===== src/rtl/router_pkg.sv =====
// Shared definitions for the router packet FIFO slice.
// Provides default widths, header length-field positions, an address-width
// helper and the default-width storage entry layout {sop flag, data}.
package router_pkg;

    localparam int unsigned DATA_W_DEF  = 8;
    localparam int unsigned LEN_MSB_DEF = 7;
    localparam int unsigned LEN_LSB_DEF = 2;

    // Ceiling log2; used for pointer/address widths.
    function automatic int unsigned clog2(input int unsigned value);
        int unsigned res;
        int unsigned v;
        res = 0;
        v   = value - 1;
        while (v > 0) begin
            res = res + 1;
            v   = v >> 1;
        end
        return res;
    endfunction

    // Stored word at the default width: header flag sits above the data byte.
    typedef struct packed {
        logic                  sop;
        logic [DATA_W_DEF-1:0] data;
    } router_entry_t;

endpackage


===== src/rtl/router_pkt_fifo_if.sv =====
// Write/read bus of the router packet FIFO.
// master: the router side (issues write_enb/sop_in/data_in and read_enb,
//         observes data/status).
// slave : the FIFO itself.
interface router_pkt_fifo_if
    import router_pkg::*;
#(
    parameter int unsigned DATA_W  = DATA_W_DEF,
    parameter int unsigned DEPTH   = 16,
    parameter int unsigned LEN_MSB = LEN_MSB_DEF,
    parameter int unsigned LEN_LSB = LEN_LSB_DEF
);
    localparam int unsigned AW   = clog2(DEPTH);
    localparam int unsigned LENW = LEN_MSB - LEN_LSB + 2;

    logic              write_enb;
    logic              sop_in;
    logic [DATA_W-1:0] data_in;
    logic              read_enb;
    logic [DATA_W-1:0] data_out;
    logic              data_valid;
    logic              empty;
    logic              full;
    logic              almost_full;
    logic [AW:0]       count;
    logic [AW:0]       pkt_count;
    logic [LENW-1:0]   rd_bytes_left;
    logic              overflow_err;
    logic              underflow_err;

    modport master (
        output write_enb, sop_in, data_in, read_enb,
        input  data_out, data_valid, empty, full, almost_full, count,
               pkt_count, rd_bytes_left, overflow_err, underflow_err
    );

    modport slave (
        input  write_enb, sop_in, data_in, read_enb,
        output data_out, data_valid, empty, full, almost_full, count,
               pkt_count, rd_bytes_left, overflow_err, underflow_err
    );

endinterface


===== src/rtl/router_fifo_ram.sv =====
// Storage array for the router packet FIFO.
// Ports: clock; we/waddr/wdata synchronous write; raddr -> rdata_c
// asynchronous (combinational) read.
module router_fifo_ram
    import router_pkg::*;
#(
    parameter int unsigned WIDTH = DATA_W_DEF + 1,
    parameter int unsigned DEPTH = 16,
    parameter int unsigned AW    = clog2(DEPTH)
) (
    input  logic             clock,
    input  logic             we,
    input  logic [AW-1:0]    waddr,
    input  logic [WIDTH-1:0] wdata,
    input  logic [AW-1:0]    raddr,
    output logic [WIDTH-1:0] rdata_c
);

    logic [WIDTH-1:0] mem [DEPTH];

    always_ff @(posedge clock) begin
        if (we) begin
            mem[waddr] <= wdata;
        end
    end

    assign rdata_c = mem[raddr];

endmodule


===== src/rtl/router_pkt_fifo.sv =====
// Packet-aware synchronous FIFO between the router write side and a
// destination port read side.
// Ports: clock; reset (sync, active-high); soft_reset (sync flush);
// bus (slave): write_enb/sop_in/data_in, read_enb, registered data_out and
// data_valid, empty/full/almost_full, count, pkt_count, rd_bytes_left,
// sticky overflow_err/underflow_err.
module router_pkt_fifo
    import router_pkg::*;
#(
    parameter int unsigned DATA_W   = DATA_W_DEF,
    parameter int unsigned DEPTH    = 16,
    parameter int unsigned LEN_MSB  = LEN_MSB_DEF,
    parameter int unsigned LEN_LSB  = LEN_LSB_DEF,
    parameter int unsigned AFULL_TH = DEPTH - 2
) (
    input logic              clock,
    input logic              reset,
    input logic              soft_reset,
    router_pkt_fifo_if.slave bus
);

    localparam int unsigned AW   = clog2(DEPTH);
    localparam int unsigned CW   = AW + 1;
    localparam int unsigned FW   = LEN_MSB - LEN_LSB + 1;
    localparam int unsigned LENW = FW + 1;
    localparam int unsigned EW   = DATA_W + 1;

    typedef struct packed {
        logic              sop;
        logic [DATA_W-1:0] data;
    } entry_t;

    logic [CW-1:0]     wr_ptr;
    logic [CW-1:0]     rd_ptr;
    logic [CW-1:0]     count_q;
    logic [CW-1:0]     pkt_count_q;
    logic [LENW-1:0]   rd_bytes_left_q;
    logic [DATA_W-1:0] data_out_q;
    logic              data_valid_q;
    logic              overflow_q;
    logic              underflow_q;

    logic              flush;
    logic              empty_c;
    logic              full_c;
    logic              wr_ok;
    logic              rd_ok;
    logic              pkt_inc;
    logic              pkt_dec;
    logic [EW-1:0]     ram_rdata_c;
    entry_t            wr_entry;
    entry_t            rd_entry;
    logic [FW-1:0]     len_field;

    // Accept/flag decode from registered pointers; a flush swallows requests.
    always_comb begin
        flush     = reset | soft_reset;
        empty_c   = (wr_ptr == rd_ptr);
        full_c    = (wr_ptr[AW] != rd_ptr[AW]) && (wr_ptr[AW-1:0] == rd_ptr[AW-1:0]);
        wr_ok     = bus.write_enb && !full_c && !flush;
        rd_ok     = bus.read_enb && !empty_c && !flush;
        wr_entry  = '{sop: bus.sop_in, data: bus.data_in};
        rd_entry  = entry_t'(ram_rdata_c);
        pkt_inc   = wr_ok && bus.sop_in;
        pkt_dec   = rd_ok && rd_entry.sop;
        len_field = rd_entry.data[LEN_MSB:LEN_LSB];
    end

    router_fifo_ram #(
        .WIDTH (EW),
        .DEPTH (DEPTH),
        .AW    (AW)
    ) u_ram (
        .clock   (clock),
        .we      (wr_ok),
        .waddr   (wr_ptr[AW-1:0]),
        .wdata   (EW'(wr_entry)),
        .raddr   (rd_ptr[AW-1:0]),
        .rdata_c (ram_rdata_c)
    );

    // Pointers, occupancy, packet tracking, read register and sticky errors.
    always_ff @(posedge clock) begin
        if (flush) begin
            wr_ptr          <= '0;
            rd_ptr          <= '0;
            count_q         <= '0;
            pkt_count_q     <= '0;
            rd_bytes_left_q <= '0;
            data_out_q      <= '0;
            data_valid_q    <= 1'b0;
            overflow_q      <= 1'b0;
            underflow_q     <= 1'b0;
        end else begin
            if (wr_ok) begin
                wr_ptr <= wr_ptr + CW'(1);
            end
            if (rd_ok) begin
                rd_ptr <= rd_ptr + CW'(1);
            end

            case ({wr_ok, rd_ok})
                2'b10:   count_q <= count_q + CW'(1);
                2'b01:   count_q <= count_q - CW'(1);
                default: count_q <= count_q;
            endcase

            if (pkt_inc && !pkt_dec) begin
                pkt_count_q <= pkt_count_q + CW'(1);
            end else if (pkt_dec && !pkt_inc) begin
                pkt_count_q <= pkt_count_q - CW'(1);
            end

            // Header load covers payload plus the trailing parity word.
            if (rd_ok) begin
                data_out_q <= rd_entry.data;
                if (rd_entry.sop) begin
                    rd_bytes_left_q <= LENW'(len_field) + LENW'(1);
                end else if (rd_bytes_left_q != '0) begin
                    rd_bytes_left_q <= rd_bytes_left_q - LENW'(1);
                end
            end
            data_valid_q <= rd_ok;

            if (bus.write_enb && full_c) begin
                overflow_q <= 1'b1;
            end
            if (bus.read_enb && empty_c) begin
                underflow_q <= 1'b1;
            end
        end
    end

    assign bus.data_out      = data_out_q;
    assign bus.data_valid    = data_valid_q;
    assign bus.empty         = empty_c;
    assign bus.full          = full_c;
    assign bus.almost_full   = (count_q >= CW'(AFULL_TH));
    assign bus.count         = count_q;
    assign bus.pkt_count     = pkt_count_q;
    assign bus.rd_bytes_left = rd_bytes_left_q;
    assign bus.overflow_err  = overflow_q;
    assign bus.underflow_err = underflow_q;

endmodule


===== src/flat_wrapper.sv =====
// flat-port wrapper written by rule: the top's interface ports become plain ports
module router_pkt_fifo_flat import router_pkg::*;
#(
    parameter int unsigned DATA_W   = DATA_W_DEF,
    parameter int unsigned DEPTH    = 16,
    parameter int unsigned LEN_MSB  = LEN_MSB_DEF,
    parameter int unsigned LEN_LSB  = LEN_LSB_DEF,
    parameter int unsigned AFULL_TH = DEPTH - 2
)
  (clock, reset, soft_reset, bus_write_enb, bus_sop_in, bus_data_in, bus_read_enb, bus_data_out, bus_data_valid, bus_empty, bus_full, bus_almost_full, bus_count, bus_pkt_count, bus_rd_bytes_left, bus_overflow_err, bus_underflow_err);
  router_pkt_fifo_if #(.DATA_W(DATA_W), .DEPTH(DEPTH), .LEN_MSB(LEN_MSB), .LEN_LSB(LEN_LSB)) bus_i ();
  input logic clock;
  input logic reset;
  input logic soft_reset;
  input wire logic [$bits(bus_i.write_enb)-1:0] bus_write_enb;
  input wire logic [$bits(bus_i.sop_in)-1:0] bus_sop_in;
  input wire logic [$bits(bus_i.data_in)-1:0] bus_data_in;
  input wire logic [$bits(bus_i.read_enb)-1:0] bus_read_enb;
  output wire logic [$bits(bus_i.data_out)-1:0] bus_data_out;
  output wire logic [$bits(bus_i.data_valid)-1:0] bus_data_valid;
  output wire logic [$bits(bus_i.empty)-1:0] bus_empty;
  output wire logic [$bits(bus_i.full)-1:0] bus_full;
  output wire logic [$bits(bus_i.almost_full)-1:0] bus_almost_full;
  output wire logic [$bits(bus_i.count)-1:0] bus_count;
  output wire logic [$bits(bus_i.pkt_count)-1:0] bus_pkt_count;
  output wire logic [$bits(bus_i.rd_bytes_left)-1:0] bus_rd_bytes_left;
  output wire logic [$bits(bus_i.overflow_err)-1:0] bus_overflow_err;
  output wire logic [$bits(bus_i.underflow_err)-1:0] bus_underflow_err;
  assign bus_i.write_enb = bus_write_enb;
  assign bus_i.sop_in = bus_sop_in;
  assign bus_i.data_in = bus_data_in;
  assign bus_i.read_enb = bus_read_enb;
  assign bus_data_out = bus_i.data_out;
  assign bus_data_valid = bus_i.data_valid;
  assign bus_empty = bus_i.empty;
  assign bus_full = bus_i.full;
  assign bus_almost_full = bus_i.almost_full;
  assign bus_count = bus_i.count;
  assign bus_pkt_count = bus_i.pkt_count;
  assign bus_rd_bytes_left = bus_i.rd_bytes_left;
  assign bus_overflow_err = bus_i.overflow_err;
  assign bus_underflow_err = bus_i.underflow_err;
  router_pkt_fifo #(.DATA_W(DATA_W), .DEPTH(DEPTH), .LEN_MSB(LEN_MSB), .LEN_LSB(LEN_LSB), .AFULL_TH(AFULL_TH)) u_core (.clock(clock), .reset(reset), .soft_reset(soft_reset), .bus(bus_i));
endmodule

===== config.mk =====
export PLATFORM = sky130hd
export DESIGN_NAME = router_pkt_fifo_flat
export DESIGN_NICKNAME = d
export VERILOG_FILES = /design/src/rtl/router_pkg.sv /design/src/rtl/router_pkt_fifo_if.sv /design/src/rtl/router_fifo_ram.sv /design/src/rtl/router_pkt_fifo.sv /design/src/flat_wrapper.sv
export SDC_FILE = /design/constraint.sdc
export NUM_CORES = 1
export LEC_CHECK = 0
export ABC_AREA = 1
export CAP_MARGIN = 5
export CORE_ASPECT_RATIO = 1.75
export CORE_MARGIN = 1
export CORE_UTILIZATION = 60
export CTS_CLUSTER_DIAMETER = 120
export CTS_CLUSTER_SIZE = 20
export DETAILED_ROUTE_END_ITERATION = 16
export PLACE_DENSITY_LB_ADDON = 0.1
export REMOVE_ABC_BUFFERS = 1
export SYNTH_ARGS = -nofsm -noshare
export SYNTH_HDL_FRONTEND = slang
export SYNTH_HIERARCHICAL = 1
export SYNTH_SLANG_ARGS = --single-unit
export TNS_END_PERCENT = 50

===== constraint.sdc =====
create_clock -name clock -period 3.53 [get_ports clock]
set_clock_uncertainty 0.05 [all_clocks]
set_input_delay 1.059 -clock clock [delete_from_list [all_inputs] [get_ports clock]]
set_output_delay 1.059 -clock clock [all_outputs]
set_load 0.02 [all_outputs]

* Word level (Yosys, flattened, before mapping)
Memories as Yosys holds them, arrays and structs flattened. A register that Yosys moved wholly into a read port is not among the register bits. Index checks and enable logic that the tools add are counted.
Storage, ports and cells: output and inout bits 31, RAM bits 144, register bits after elaboration 38, bits of input ports 14, memories 1, word-level logic and storage cells 55
Memories:
- u_core.u_ram.mem | words 16, width 9, rd ports 1, clocked after Yosys merged registers in 1, wr ports 1, RTL line router_fifo_ram.sv:19 | logic [WIDTH-1:0] mem [DEPTH];
Cells by class: order comparisons 1, reductions and logical operators 21, bitwise logic cells 1, mux-type cells 9, $add $sub $neg 8, equality and inequality tests 5
Operators by type and width (count):
- $add 5x1->5 const B | 4
- $mux 7 | 2
- $logic_and 1x1->1 | 11
- $mux 5 | 2
- $pmux 5 s2 | 1
- $sub 5x1->5 const B | 2
- $mux 4 | 2
- $add 6x1->7 const B | 1
- $reduce_bool 7->1 | 1
- $sub 7x1->7 const B | 1
- $reduce_bool 2->1 | 3
- $eq 5x5->1 | 1
- $ge 5x4->1 const B | 1
- $logic_not 1->1 | 5
- $eq 4x4->1 | 1
- $eq 2x1->1 const B | 1
- $eq 2x2->1 const B | 1
- $mux 1 | 2
- $reduce_and 2->1 | 1
- $ne 1x1->1 | 1
- $or 1x1->1 | 1

* Logic depth before layout (Yosys ltp)
depth after elaboration 10, gate-level depth with buffers 21, gate-level depth less buffers 18

* Modules after synthesis
The synthesis kept the hierarchy.
Modules (own cells, without submodules):
- router_fifo_ram | times used 1, cells an instance 606, sequential area each 4324.1 µm², area each 6322.3 µm²
- router_pkt_fifo | times used 1, cells an instance 309, sequential area each 760.7 µm², area each 2218.4 µm²

* Least setup slack after synthesis
OpenSTA, ideal clock, no wires.
path type input port to flip-flop, from input port soft_reset, to register u_core.pkt_count_q[4] (netlist: u_core/bus.pkt_count[4]), library setup time 70 ps, data required time 3410 ps, buffers on the path 0, path slack 483 ps, arrival 2927 ps, stages 16, cells stage by stage nor2_4 inv_2 nor2_8 nand2_4 inv_2 nand2_1 ha_1 fa_1 inv_1 nand2_1 nand2_1 nand2_1 a21o_1 nand2_1 nand2_1 a21oi_1
On the way: cells in the longest elaborated chain, start to end 7, elaborated cells between the ends (all ways) 12, those cells by class mux (1); bitwise (1); reduce/logical (10)
Ends and longest elaborated chain:
- start: declaration | RTL line flat_wrapper.sv:14 | input logic soft_reset;
- $or 1x1->1 (*) | RTL line router_pkt_fifo.sv:57 | flush = reset | soft_reset;
- $logic_not 1->1 (*) | RTL line router_pkt_fifo.sv:61 | rd_ok = bus.read_enb && !empty_c && !flush;
- $logic_and 1x1->1 (*) | RTL line router_pkt_fifo.sv:61
- named net u_core.rd_ok | RTL line router_pkt_fifo.sv:47 | logic rd_ok;
- $logic_and 1x1->1 (*) | RTL line router_pkt_fifo.sv:65 | pkt_dec = rd_ok && rd_entry.sop;
- $logic_not 1->1 | RTL line router_pkt_fifo.sv:108 | if (pkt_inc && !pkt_dec) begin
- $logic_and 1x1->1 | RTL line router_pkt_fifo.sv:108
- $mux 5 / $reduce_bool 2->1 (equally long branches)
- end signal: assignment | RTL line router_pkt_fifo.sv:109 | pkt_count_q <= pkt_count_q + CW'(1);
- end signal: assignment | RTL line router_pkt_fifo.sv:111 | pkt_count_q <= pkt_count_q - CW'(1);
- end: declaration | RTL line router_pkt_fifo.sv:36 | logic [CW-1:0] pkt_count_q;
Mark *: on every way through the listed nets, which the timed path passes. The rest lies on a longest branch. A chain may end at the register's enable or synchronous reset.

* Worst setup path after layout
from register u_core.wr_ptr[3], to output port bus_empty
On the way: cells in the longest elaborated chain, start to end 1
Ends and longest elaborated chain:
- start: declaration | RTL line router_pkt_fifo.sv:33 | logic [CW-1:0] wr_ptr;
- start signal: assignment | RTL line router_pkt_fifo.sv:96 | wr_ptr <= wr_ptr + CW'(1);
- $eq 5x5->1 | RTL line router_pkt_fifo.sv:58 | empty_c = (wr_ptr == rd_ptr);
- end: declaration | RTL line flat_wrapper.sv:21 | output wire logic [$bits(bus_i.empty)-1:0] bus_empty;
Every way passes these cells.

==> results.sh <==
export IMPL_worst_pin_slew_ns=0.6158
export IMPL_maxCapViolCount=0
export IMPL_p_int_mw=3.322
export IMPL_async_flop_share=0
export IMPL_critPathCaptureType="output pin"
export IMPL_num_io_pins=45
export IMPL_avgSynthCellArea_um2=9.334
export IMPL_fp_row_count=57
export IMPL_fin_nets=1012
export IMPL_pwr_share_comb=0.046
export IMPL_htreeDepth=4
export IMPL_first_iter_violations=506
export IMPL_grt_antenna_before_repair=0
export IMPL_ir_drop_uv=341.7
export IMPL_clock_path_buffers=2
export IMPL_path_class="reg -> out"
export IMPL_netlist_area_leader_share=0.5063
export IMPL_drive_gt1_frac=0.08726
export IMPL_synth_area_um2=8541
export IMPL_grt_overflow_total=0
export IMPL_grt_pass1_wl_mm=29.88
export IMPL_ys_seq_area_frac=0.5954
export IMPL_clkSlewWorstSetupHoldPaths_ns=0.07
export IMPL_rsz0062_at_grt="no"
export IMPL_setup_viol=0
export IMPL_worstSetupStartpoint="u_core/wr_ptr[3]$_SDFFE_PP0P_"
export IMPL_holdBufCountCts=0
export IMPL_slowest_stage="clkdlybuf4s50_1"
export IMPL_cp_buffers_inverters=3
export IMPL_n_antenna_cell=0
export IMPL_ff2ff_setup_slack_ns=0.62
export IMPL_final_cell_mix="nand2_1 (267), inv_1 (152), nand3_1 (146), edfxtp_1 (144)"
export IMPL_cp_start_kind="register"
export IMPL_portBuffers=44
export IMPL_finalHoldViolCount=0
export IMPL_synthTopCellsByArea="edfxtp_1 (51%), nand2_1 (12%), dfxtp_1 (8.9%), nand3_1 (8.6%), inv_1 (6.7%)"
export IMPL_switchingPower_uw=994.3
export IMPL_dp_final_hpwl_mm=12.44
export IMPL_grt_max_degree=73
export IMPL_timing_hold_ws_ns=0.4149
export IMPL_wl_mm=18.53
export IMPL_drv_slew=0
export IMPL_die_w_um=92.19
export IMPL_fin_total_pwr_mw=4.317
export IMPL_grt_pass1_vias=6259
export IMPL_layout_min_cycle_time_ns=3.380
export IMPL_cp_slowest_stage_delay_ns=0.60
export IMPL_cp_top_family="buffers and inverters"
export IMPL_synth_cell_types=35
export IMPL_seqPwrFrac=0.539
export IMPL_leakagePower_nw=4.280
export IMPL_dieArea_um2=14730
export IMPL_cp_arrival_ns=2.27
export IMPL_insertion_delay_ns=0.43
export IMPL_clock_power_share=0.415
export IMPL_yosys_warnings=6
export IMPL_die_y_um=159.8
export IMPL_core_area_um2=13910
export IMPL_cts_buffers=17
export IMPL_drt_pass1_iterations=6
export IMPL_min_path_type="reg -> reg"
export IMPL_worstPathMaxFanout=9
export IMPL_crit_required_ns=2.42
export IMPL_initial_core_util=0.6141
export IMPL_power_share_switching=0.2303
export IMPL_synthCells=915
export IMPL_ys_flop_type="edfxtp_1"
export IMPL_antenna_left=0
export IMPL_viasPerCell=5.327
export IMPL_clock_sinks=182
export IMPL_root_buffer="clkbuf_16"
export IMPL_cp_cell_sequence="inv_1 > nand2_1 > nand2_1 > nor2_4 > nand3_4 > inv_1 > clkdlybuf4s50_1"
export IMPL_status="completed"
export IMPL_post_drt_wl_per_cell_um=15.79
export IMPL_area_growth_syn_to_layout_pct=14.72
export IMPL_timing_rr_start="u_core/rd_ptr[1]$_SDFFE_PP0P_"
export IMPL_gp_congestion=0.8173
export IMPL_cts_tree="done"
export IMPL_cts_resized_gates=0
export IMPL_synth_top_area_cell="edfxtp_1"
export IMPL_synth_edf_count=144
export IMPL_final_common_cell="nand2_1"
export IMPL_fmax_mhz=295.9
export IMPL_ys_seq_elements=182
export IMPL_grtUsageTotal=0.2677
export IMPL_post_route_period_util=0.9574
export IMPL_slew_headroom=0.5882
export IMPL_hold_start="u_core/bus.data_out[2]$_SDFFE_PP0P_"
export IMPL_drcViolationCount=0
export IMPL_postCtsSetupRepairBufs=0
export IMPL_vias=6254
export IMPL_p_per_area_nw_per_um2=440.6
[kinds of logic after synthesis]
kind of cell,count (synthesis),synth area share
AOI/OAI and AO/OA,36,0.02183
and+or+nand+nor,475,0.2430
adders and majority gates,14,0.02227
xor gates and xnor gates,18,0.01846
DFF,182,0.5954
buffers and inverters,190,0.09903
[tightest hold or removal path: cells and delay by family, from the launching register on]
kind	cells	cell delay, ns
simple gates	2	0.11
flops	1	0.31
[area by class of cell]
type | count | area (um^2)
Clock buffer | 18 | 429.2
Clock inverter | 14 | 130.1
Fill cell | 1083 | 4109
Inverter | 160 | 610.6
Multi-Input combinational cell | 543 | 2610
Sequential cell | 182 | 5086
Tap cell | 177 | 221.5
Timing Repair Buffer | 80 | 710.7
[through the flow]
stage | std cells | instance area, um^2 | TNS [ns] | utilization | setup slack, ns
4_1_cts | 1174 | 9798 | 0 | 0.7045 | 0.1591
3_5_place_dp | 1142 | 9239 | -0.01702 | 0.6643 | -0.01702
6_report | 1174 | 9798 | 0 | 0.7045 | 0.1505
5_1_grt | 1174 | 9798 | 0 | 0.7045 | 0.02696
2_1_floorplan | 885 | 8305 | -1.479 | - | -0.3445
3_3_place_gp | 1142 | 9239 | 0 | 0.6643 | 0.1362
[sequential cells by signal (all words and copies together), names as in the netlist]
name,cells
u_core/bus.overflow_err,1
u_core/bus.underflow_err,1
u_core/bus.data_valid,1
u_core/u_ram/mem,144
u_core/bus.pkt_count,5
u_core/bus.count,5
u_core/bus.rd_bytes_left,7
u_core/bus.data_out,8
u_core/rd_ptr,5
u_core/wr_ptr,5
[power by group through the flow]
stage          registers (mW)  clock network (mW)  logic [mW]
2_1_floorplan            2.38                   0      0.0976
3_3_place_gp             2.37                   0       0.192
3_5_place_dp             2.37                   0       0.197
4_1_cts                  2.33                1.81       0.199
5_1_grt                  2.33                1.91       0.220
6_report                 2.33                1.79       0.199
[layer usage]
layer	part of all wire	GRT usage	up-vias	wire [um]
met5	0	0	-	0
met4	0.036	0.1300	0	669
met3	0.040	0.03714	48	735
met2	0.55	0.5027	208	10280
met1	0.37	0.2881	2928	6848
li1	-	-	3070	-
[final timing paths]
| path | depth (start not counted) | endpoint |
|---|---|---|
| hold / removal | 2 | u_core/bus.data_out[2]$_SDFFE_PP0P_ |
| setup / recovery | 7 | bus_empty |
| setup reg to reg | 17 | u_core/bus.pkt_count[4]$_SDFFE_PP0P_ |
| hold reg to reg | 2 | u_core/bus.data_out[2]$_SDFFE_PP0P_ |
[synthesized netlist by cell type (2+ instances only)]
cell type / n
inv_2: 5
o21ai_0: 16
nor2_4: 3
buf_2: 8
fa_1: 2
xnor2_1: 7
buf_6: 8
nand4_1: 3
nand2_2: 2
nor2_1: 44
o21ai_1: 3
dfxtp_1: 38
clkbuf_1: 2
edfxtp_1: 144
nand3b_1: 3
ha_1: 12
nand3_1: 146
nand2_1: 267
inv_1: 152
a21oi_1: 15
buf_4: 11
xor2_1: 11
Note: power is estimated with default switching activity, not from simulation.
